==> config.mk <==
export PLATFORM = sky130hd
export DESIGN_NAME = vedic_col_sched
export DESIGN_NICKNAME = d
export VERILOG_FILES = /design/src/rtl/vedic_pkg.sv /design/src/rtl/vedic_col_add.sv /design/src/rtl/vedic_col_sched.sv
export SDC_FILE = /design/constraint.sdc
export NUM_CORES = 1
export LEC_CHECK = 0
export BUFFER_PORTS_ARGS = -buffer_cell sky130_fd_sc_hd__buf_2
export CORE_ASPECT_RATIO = 0.9
export CORE_MARGIN = 5
export CORE_UTILIZATION = 38
export DETAILED_ROUTE_END_ITERATION = 8
export SYNTH_ARGS = -nofsm -noshare
export SYNTH_HDL_FRONTEND = slang
export SYNTH_SLANG_ARGS = --single-unit
export TNS_END_PERCENT = 10
==> constraint.sdc <==
create_clock -name clk -period 2.5 [get_ports clk]
set_clock_uncertainty 0.05 [all_clocks]
set_input_delay 0.125 -clock clk [delete_from_list [all_inputs] [get_ports clk]]
set_output_delay 0.125 -clock clk [all_outputs]
set_load 0.05 [all_outputs]
==> src/rtl/vedic_pkg.sv <==
// Shared types and helpers for the column-serial vedic multiplier.
//   state_t    : scheduler FSM states
//   WIDTH_DEF  : default operand width
//   cw_of()    : carry register width for a given operand width
package vedic_pkg;

    localparam int unsigned WIDTH_DEF = 4;

    typedef enum logic [1:0] {
        IDLE    = 2'd0,
        COMPUTE = 2'd1,
        DONE    = 2'd2
    } state_t;

    // The carry out of any column is at most WIDTH-1.
    function automatic int unsigned cw_of(input int unsigned w);
        return $clog2(w) + 1;
    endfunction

endpackage

==> src/rtl/vedic_col_add.sv <==
// Combinational column adder: counts the partial-product bits of one column,
// adds the incoming carry, and splits the result into a product bit and the
// carry for the next column.
//   pp        : partial-product bits of the column (unused lanes must be 0)
//   carry_in  : carry from the previous column
//   sum_bit   : product bit for this column
//   carry_out : carry into the next column (sum >> 1)
module vedic_col_add #(
    parameter int unsigned W  = 4,
    parameter int unsigned CW = 3
) (
    input  logic [W-1:0]  pp,
    input  logic [CW-1:0] carry_in,
    output logic          sum_bit,
    output logic [CW-1:0] carry_out
);

    // Column sum is at most W + (W-1), which fits in CW+1 bits.
    localparam int unsigned SW = CW + 1;

    logic [SW-1:0] sum;

    always_comb begin
        sum = SW'(carry_in);
        for (int i = 0; i < int'(W); i++) begin
            sum = sum + SW'(pp[i]);
        end
        sum_bit   = sum[0];
        carry_out = sum[SW-1:1];
    end

endmodule

==> src/rtl/vedic_col_sched.sv <==
// Column-serial scheduler for the vedic multiplier. Latches one operand pair,
// feeds one product column per cycle through a shared column adder, builds
// the product one bit per cycle, then holds it on a valid/ready output.
//   clk, rst_n          : clock, asynchronous active-low reset
//   in_valid / in_ready : operand handshake; a, b sampled on acceptance
//   out_valid/out_ready : product handshake; p held while out_valid is high
//   busy                : computing or holding a result
module vedic_col_sched
    import vedic_pkg::*;
#(
    parameter int unsigned WIDTH = WIDTH_DEF,
    parameter int unsigned CW    = cw_of(WIDTH)
) (
    input  logic               clk,
    input  logic               rst_n,
    input  logic               in_valid,
    output logic               in_ready,
    input  logic [WIDTH-1:0]   a,
    input  logic [WIDTH-1:0]   b,
    output logic               out_valid,
    input  logic               out_ready,
    output logic [2*WIDTH-1:0] p,
    output logic               busy
);

    localparam int unsigned IW  = $clog2(WIDTH);
    localparam int unsigned CLW = $clog2(2 * WIDTH);
    localparam logic [CLW-1:0] LAST_COL = CLW'(2 * WIDTH - 1);

    state_t           state;
    logic [WIDTH-1:0] a_q;
    logic [WIDTH-1:0] b_q;
    logic [CLW-1:0]   col;
    logic [CW-1:0]    carry;

    logic [WIDTH-1:0] pp;
    logic             sum_bit;
    logic [CW-1:0]    carry_nxt;

    // Partial products a_q[i] & b_q[col-i]; lanes with col-i out of range are 0,
    // so the final column contributes only the carry.
    always_comb begin
        int j;
        j  = 0;
        pp = '0;
        for (int i = 0; i < int'(WIDTH); i++) begin
            j = int'(col) - i;
            if (j >= 0 && j < int'(WIDTH)) begin
                pp[i] = a_q[i] & b_q[IW'(j)];
            end
        end
    end

    vedic_col_add #(
        .W  (WIDTH),
        .CW (CW)
    ) u_col_add (
        .pp        (pp),
        .carry_in  (carry),
        .sum_bit   (sum_bit),
        .carry_out (carry_nxt)
    );

    // Scheduler FSM with registered handshake outputs.
    always_ff @(posedge clk or negedge rst_n) begin
        if (!rst_n) begin
            state     <= IDLE;
            in_ready  <= 1'b1;
            out_valid <= 1'b0;
            busy      <= 1'b0;
            p         <= '0;
            col       <= '0;
            carry     <= '0;
            a_q       <= '0;
            b_q       <= '0;
        end else begin
            case (state)
                IDLE: begin
                    if (in_valid && in_ready) begin
                        a_q      <= a;
                        b_q      <= b;
                        col      <= '0;
                        carry    <= '0;
                        p        <= '0;
                        in_ready <= 1'b0;
                        busy     <= 1'b1;
                        state    <= COMPUTE;
                    end
                end
                COMPUTE: begin
                    p[col] <= sum_bit;
                    carry  <= carry_nxt;
                    col    <= col + CLW'(1);
                    if (col == LAST_COL) begin
                        out_valid <= 1'b1;
                        state     <= DONE;
                    end
                end
                DONE: begin
                    if (out_valid && out_ready) begin
                        out_valid <= 1'b0;
                        in_ready  <= 1'b1;
                        busy      <= 1'b0;
                        state     <= IDLE;
                    end
                end
                default: begin
                    state     <= IDLE;
                    in_ready  <= 1'b1;
                    out_valid <= 1'b0;
                    busy      <= 1'b0;
                end
            endcase
        end
    end

    // The product never exceeds 2*WIDTH bits, so nothing may carry out of the top column.
    always_ff @(posedge clk) begin
        if (rst_n && state == COMPUTE && col == LAST_COL) begin
            assert (carry_nxt == '0)
                else $error("vedic_col_sched: nonzero carry out of final column");
        end
    end

endmodule

* Word level (Yosys, flattened, before mapping) *
Index checks and enable logic that the tools add are counted.
Widths: inputs -> output; s select.

operators by class
  add/sub/neg operators = 8
  reductions and logical operators = 14
  shift operators = 0
  divide/modulo/power cells = 0
  magnitude comparators = 14
  muxes and demuxes = 36
  bitwise operators = 6
  $mul = 0
  equal/unequal tests = 6

operators by type and width
  kind                 number
  $mux 1               18
  $lt 2x4->1 const B   4
  $pmux 8 s2           1
  $add 4x1->4          3
  $ge 4x1->1 const B   3
  $lt 4x4->1 const B   3
  $pmux 3 s2           2
  $pmux 1 s3           3
  $reduce_and 3->1     3
  $bmux 1 s2           4
  $bwmux 8             1
  $mux 8               1
  $sub 3x2->4 const B  2
  $logic_and 1x1->1    7
  $ge 3x1->1 const B   2
  $mux 2               3
  $ne 2x2->1 const B   3
  $pmux 2 s3           1
  $add 3x1->4          1
  $and 1x1->1          4
  $lt 3x4->1 const B   1
  $reduce_and 2->1     2
  $sub 3x1->4 const B  1
  $add 3x1->3 const B  1
  other kinds (9)      10

word-level totals
  memories kept = 0
  output and inout bits = 11
  bits in writable memories = 0
  bits of input ports = 12
  register bits after elaboration = 27
  bits in read-only memories = 0
  bits in latches = 0
  logic and storage cells = 93

* Longest topological paths before layout *
  word-level depth = 11
  gate-level depth with buffers = 11
  gate-level depth less buffers = 10

* Hierarchy *
From an unflattened synthesis, not the netlist that was laid out.

second synthesis, totals
  cells, all modules = 131
  area total of the unflattened synthesis = 1544.0 um^2

modules (own cells, without submodules)
  module           instances  area each (um^2)  sequential area each (um^2)  cells each
  vedic_col_sched  1          1430.1            676.9                        119
  vedic_col_add    1          113.9             0.0                          12

* Least setup slack after synthesis *
OpenSTA, ideal clock, no wires.

  path kind = reg2reg
  from = register col[0]
  to = register carry[0]
  buffers on the path = 0
  clock period less this slack = 2672 ps
  data required time = 2322 ps
  stages on the path, launching flop included = 9
  setup time = 128 ps
  arrival time = 2494 ps
  slack = -172 ps
  cell sequence = dfrtp_1 -> mux4_2 -> nand3_1 -> fa_1 -> fa_1 -> inv_1 -> fa_1 -> nand2_1 -> o31ai_1

on the way
  longest elaborated chain between the ends = 10
  elaborated cells on any way between the ends = 40
  those cells by class = add/sub: 7; order compare: 8; mux: 17; bitwise: 4; reduce/logical: 4

ends and longest elaborated chain
  element                                                     RTL line                                      text
  start: declaration                                          vedic_col_sched.sv:33                         logic [CLW-1:0] col;
  start signal: assignment                                    vedic_col_sched.sv:93                         col <= col + CLW'(1);
  $bmux 1 s2 or $sub 3x1->4 (tied branches)                   vedic_col_sched.sv:49, vedic_col_sched.sv:47
  $mux 1 (not written as such) or $bmux 1 s2 (tied branches)  vedic_col_sched.sv:49                         pp[i] = a_q[i] & b_q[IW'(j)];
  $mux 1 (not written as such)                                vedic_col_sched.sv:49
  $and 1x1->1 or $mux 1 (tied branches)                       vedic_col_sched.sv:49
  $mux 1 or $and 1x1->1 (tied branches)                       vedic_col_sched.sv:48, vedic_col_sched.sv:49
  $add 3x1->4 or $mux 1 (tied branches)                       vedic_col_add.sv:26, vedic_col_sched.sv:48
  $add 4x1->4 (2 in series)                                   vedic_col_add.sv:26                           sum = sum + SW'(pp[i]);
  $add 4x1->4 (*)                                             vedic_col_add.sv:26
  $pmux 3 s2 (*)                                              vedic_col_sched.sv:77                         case (state)
  end signal: assignment                                      vedic_col_sched.sv:92                         carry <= carry_nxt;
  end: declaration                                            vedic_col_sched.sv:34                         logic [CW-1:0] carry;

Every way passes the cells marked *; elsewhere a longest branch is shown, timed or not. The select of a mux whose other input is x is not followed.
A chain may end at the register's enable or synchronous reset.

* Final worst setup path *
Ends and elaborated chain as after synthesis.

==> flow_metrics.py <==
metrics = {
    "status": {
        "violations": "negative setup slack",
        "outcome": "complete, but fails checks",
    },
    "synth": {
        "ys_seq_area_share_pct": 45.7,
        "synth_fp_nets": 167,
        "synth.distinct_cells": 30,
        "netlist_top_cells_area": "dfrtp_1 (44%), nand2_1 (10%), ha_1 (6.8%)",
        "ys_ff_latch": 27,
        "yosysTopAreaCell": "dfrtp_1",
        "synthArstFlopShare_pct": 100,
        "yosysMostFrequentCell": "nand2_1",
        "synth_common_cells": "nand2_1 (41), dfrtp_1 (26), mux2i_1 (10)",
        "synth-main-ff-cell": "dfrtp_1",
        "synth_edf_count": 0,
        "synthesis.area_sq_um": 1480,
        "yosys_warnings": 0,
        "syn_area_per_cell_sq_um": 10.3,
        "syn-instance-count": 144,
        "yosys.area.top_type_share_pct": 43.9,
    },
    "timing": {
        "finalSetupViolCount": 2,
        "fmax_mhz": 389,
        "timing.final.ws_setup_ns": -0.0688,
        "min_period_ns": 2.57,
        "slew_headroom_pct": 60.0,
        "finalHoldViolations": 0,
        "tightest_slew_ns": 0.600,
        "finalCritPeriodShare_pct": 103,
        "slew_viol_final": 0,
        "rsz0062_at_grt": "yes",
    },
    "place": {
        "dp_slack_ns": -0.0761,
        "globalplace.congestion": 0.800,
        "dpl.hpwl_microns": 2380,
        "portBuffers": 22,
    },
    "layout": {
        "nFillCells": 356,
        "finish.utilization_pct": 50.2,
        "seq_area_sq_um": 678,
        "nNetsFinal": 210,
        "multi_input_area_sq_um": 759,
        "diodes": 0,
        "syn_to_final_growth_pct": 26.4,
        "drive_gt1_share_pct": 28.0,
    },
    "clocking": {
        "cts_max_level": 1,
        "cts_tree": "yes",
        "cts_buffers": 3,
        "cts.sinks": 27,
        "cts.path.max_buffers": 2,
        "clk_transition_reported_paths_ns": 0.09,
        "cts-root-buf": "clkbuf_8",
        "worstSkewPairLatency_ns": 0.27,
    },
    "floorplanning": {
        "rows": 21,
        "start_util_pct": 39.7,
        "die_area_sq_um": 5250,
        "dieHeight_microns": 69.2,
        "die_w_microns": 75.8,
        "core_area_sq_um": 3730,
        "io_pins": 23,
    },
    "worst_setup_path": {
        "worst-path-max-fanout": 5,
        "cp_data_arrival_time_ns": 2.66,
        "critPathKind": "reg2reg",
        "cp-start-kind": "flop",
        "critical_path_required_ns": 2.59,
        "end_kind": "flop",
    },
    "drt": {
        "totalWireLength_microns": 3160,
        "drt_iter0_markers": 34,
        "routed_via_density": 5.02,
        "dr.pass1.iters": 4,
        "drtAntennaViolNets": 0,
        "drc_errors": 0,
        "drt-wirelength-per-cell_microns": 13.6,
        "dr_total_vias": 1164,
    },
    "power_and_ir_drop": {
        "vdd_drop_max_mv": 0.550,
        "leakagePower_nw": 0.960,
        "power.density_nw_per_um2": 1120,
    },
    "global_route": {
        "overflow": 0,
        "grt_pass1_wl_microns": 5480,
        "grt_pass1_vias": 1227,
        "track_usage_pct": 12.9,
        "grt_max_degree": 28,
        "antenna_found_initial": 0,
    },
    "job": {
        "drv_cap": 0,
    },
    "min_path": {
        "hold_path_class": "in2reg",
    },
}
==> critical path: stages (launching register included) <==
cell	delay, ns
dfrtp_2	0.42
mux4_2	0.51
nand3_2	0.08
fa_1	0.44
fa_2	0.35
inv_2	0.07
fa_1	0.40
nand2_1	0.06
o31ai_1	0.07
==> placed cells by master, fill, tap and decap left out <==
cell type       n
nand2_1        41
or2_1           1
mux4_2          3
inv_1           6
o31ai_1         3
dfrtp_2         1
xnor2_1         2
nand2b_1        1
nor3b_2         1
dfrtp_1        25
ha_1            7
mux2i_1        10
buf_4          14
fa_2            1
a21oi_1         7
o21ai_1         3
o2bb2ai_1       1
inv_2           1
dfstp_2         1
nand4bb_1       1
o22a_1          1
nand4b_1        1
nor2_1          1
a211oi_1        1
a21o_1          1
nor2b_2         1
o21ai_0         1
buf_2          22
nand3_1         7
clkbuf_8        3
fa_1            2
ha_4            1
nand3_2         2
o22ai_1         1
dlygate4sd3_1   9
nor4bb_2        1
clkbuf_1        1
==> worst paths after layout <==
check                              startpoint                     to  slack [ns]  cells after the start
max                        col[0]$_DFFE_PN0P_   carry[0]$_DFFE_PN0P_       -0.07                      8
min                                 out_ready  out_valid$_DFFE_PN0P_        0.13                      3
max reg2reg                col[0]$_DFFE_PN0P_   carry[0]$_DFFE_PN0P_       -0.07                      8
min reg2reg                  busy$_DFFE_PN0P_       busy$_DFFE_PN0P_        0.46                      2
max in group asynchronous               rst_n     col[0]$_DFFE_PN0P_        1.62                      2
min in group asynchronous               rst_n       p[2]$_DFFE_PN0P_        0.34                      2
==> state kept, by name, summed over array words and instances (netlist names) <==
name and count:
a_q 4, carry 3, b_q 4, col 3
state 2, busy 1, out_valid 1, p 8
in_ready 1
==> cell type report <==
cell class,instances,share of cell area [%]
clock buffer,4,2.41
inverter,7,1.40
multi-input combinational,103,40.6
sequential,27,36.2
tap,46,3.07
timing repair buffer,45,16.3
==> stage by stage <==
| step | hold WS [ns] | TNS [ns] | cells | cell area (sq um) | power (mW) |
|---|---|---|---|---|---|
| CTS | 0.122 | -0.112 | 232 | 1870 | 2.13 |
| global route | 0.141 | -0.249 | 232 | 1870 | 2.25 |
| floorplan | -0.221 | -0.0125 | 144 | 1510 | 1.51 |
| detailed placement | 0.124 | -0.105 | 219 | 1740 | 1.87 |
| finish | 0.130 | -0.0716 | 232 | 1870 | 2.10 |
| global placement | 0.113 | -0.0316 | 219 | 1740 | 1.84 |
==> power by group <==
group,leakage [nW],total [mW],internal [mW],switching (mW)
Sequential,0.342,0.713,0.593,0.119
Combinational,0.595,1.14,0.498,0.646
Clock,0.0228,0.243,0.114,0.129
==> per-layer routing <==
| layer | track usage, % | vias to the layer above | wire, microns |
|---|---|---|---|
| met1 | 17.0 | 562 | 1440 |
| met5 | 0 | - | 0 |
| met2 | 21.9 | 27 | 1540 |
| met3 | 3.04 | 5 | 160 |
| met4 | 1.75 | 0 | 16 |
| li1 | - | 570 | - |
==> cells by family after synthesis <==
group / Yosys count / synth area share, %
and+or+nand+nor: 58 / 18.4
DFF: 27 / 45.7
AOI/OAI and AO/OA: 19 / 7.85
buffers and inverters: 14 / 4.73
muxes: 13 / 11.3
adders and majority gates: 11 / 10.8
xor gates and xnor gates: 2 / 1.18
==> what timing repair did <==
item	CTS	global route
pin swaps	1	0
setup buffers	0	0
hold buffers	9	0
hold endpoints to repair	34	0
resized for setup	0	0
setup endpoints to repair	2	2
Note: power is estimated with default switching activity, not from simulation.
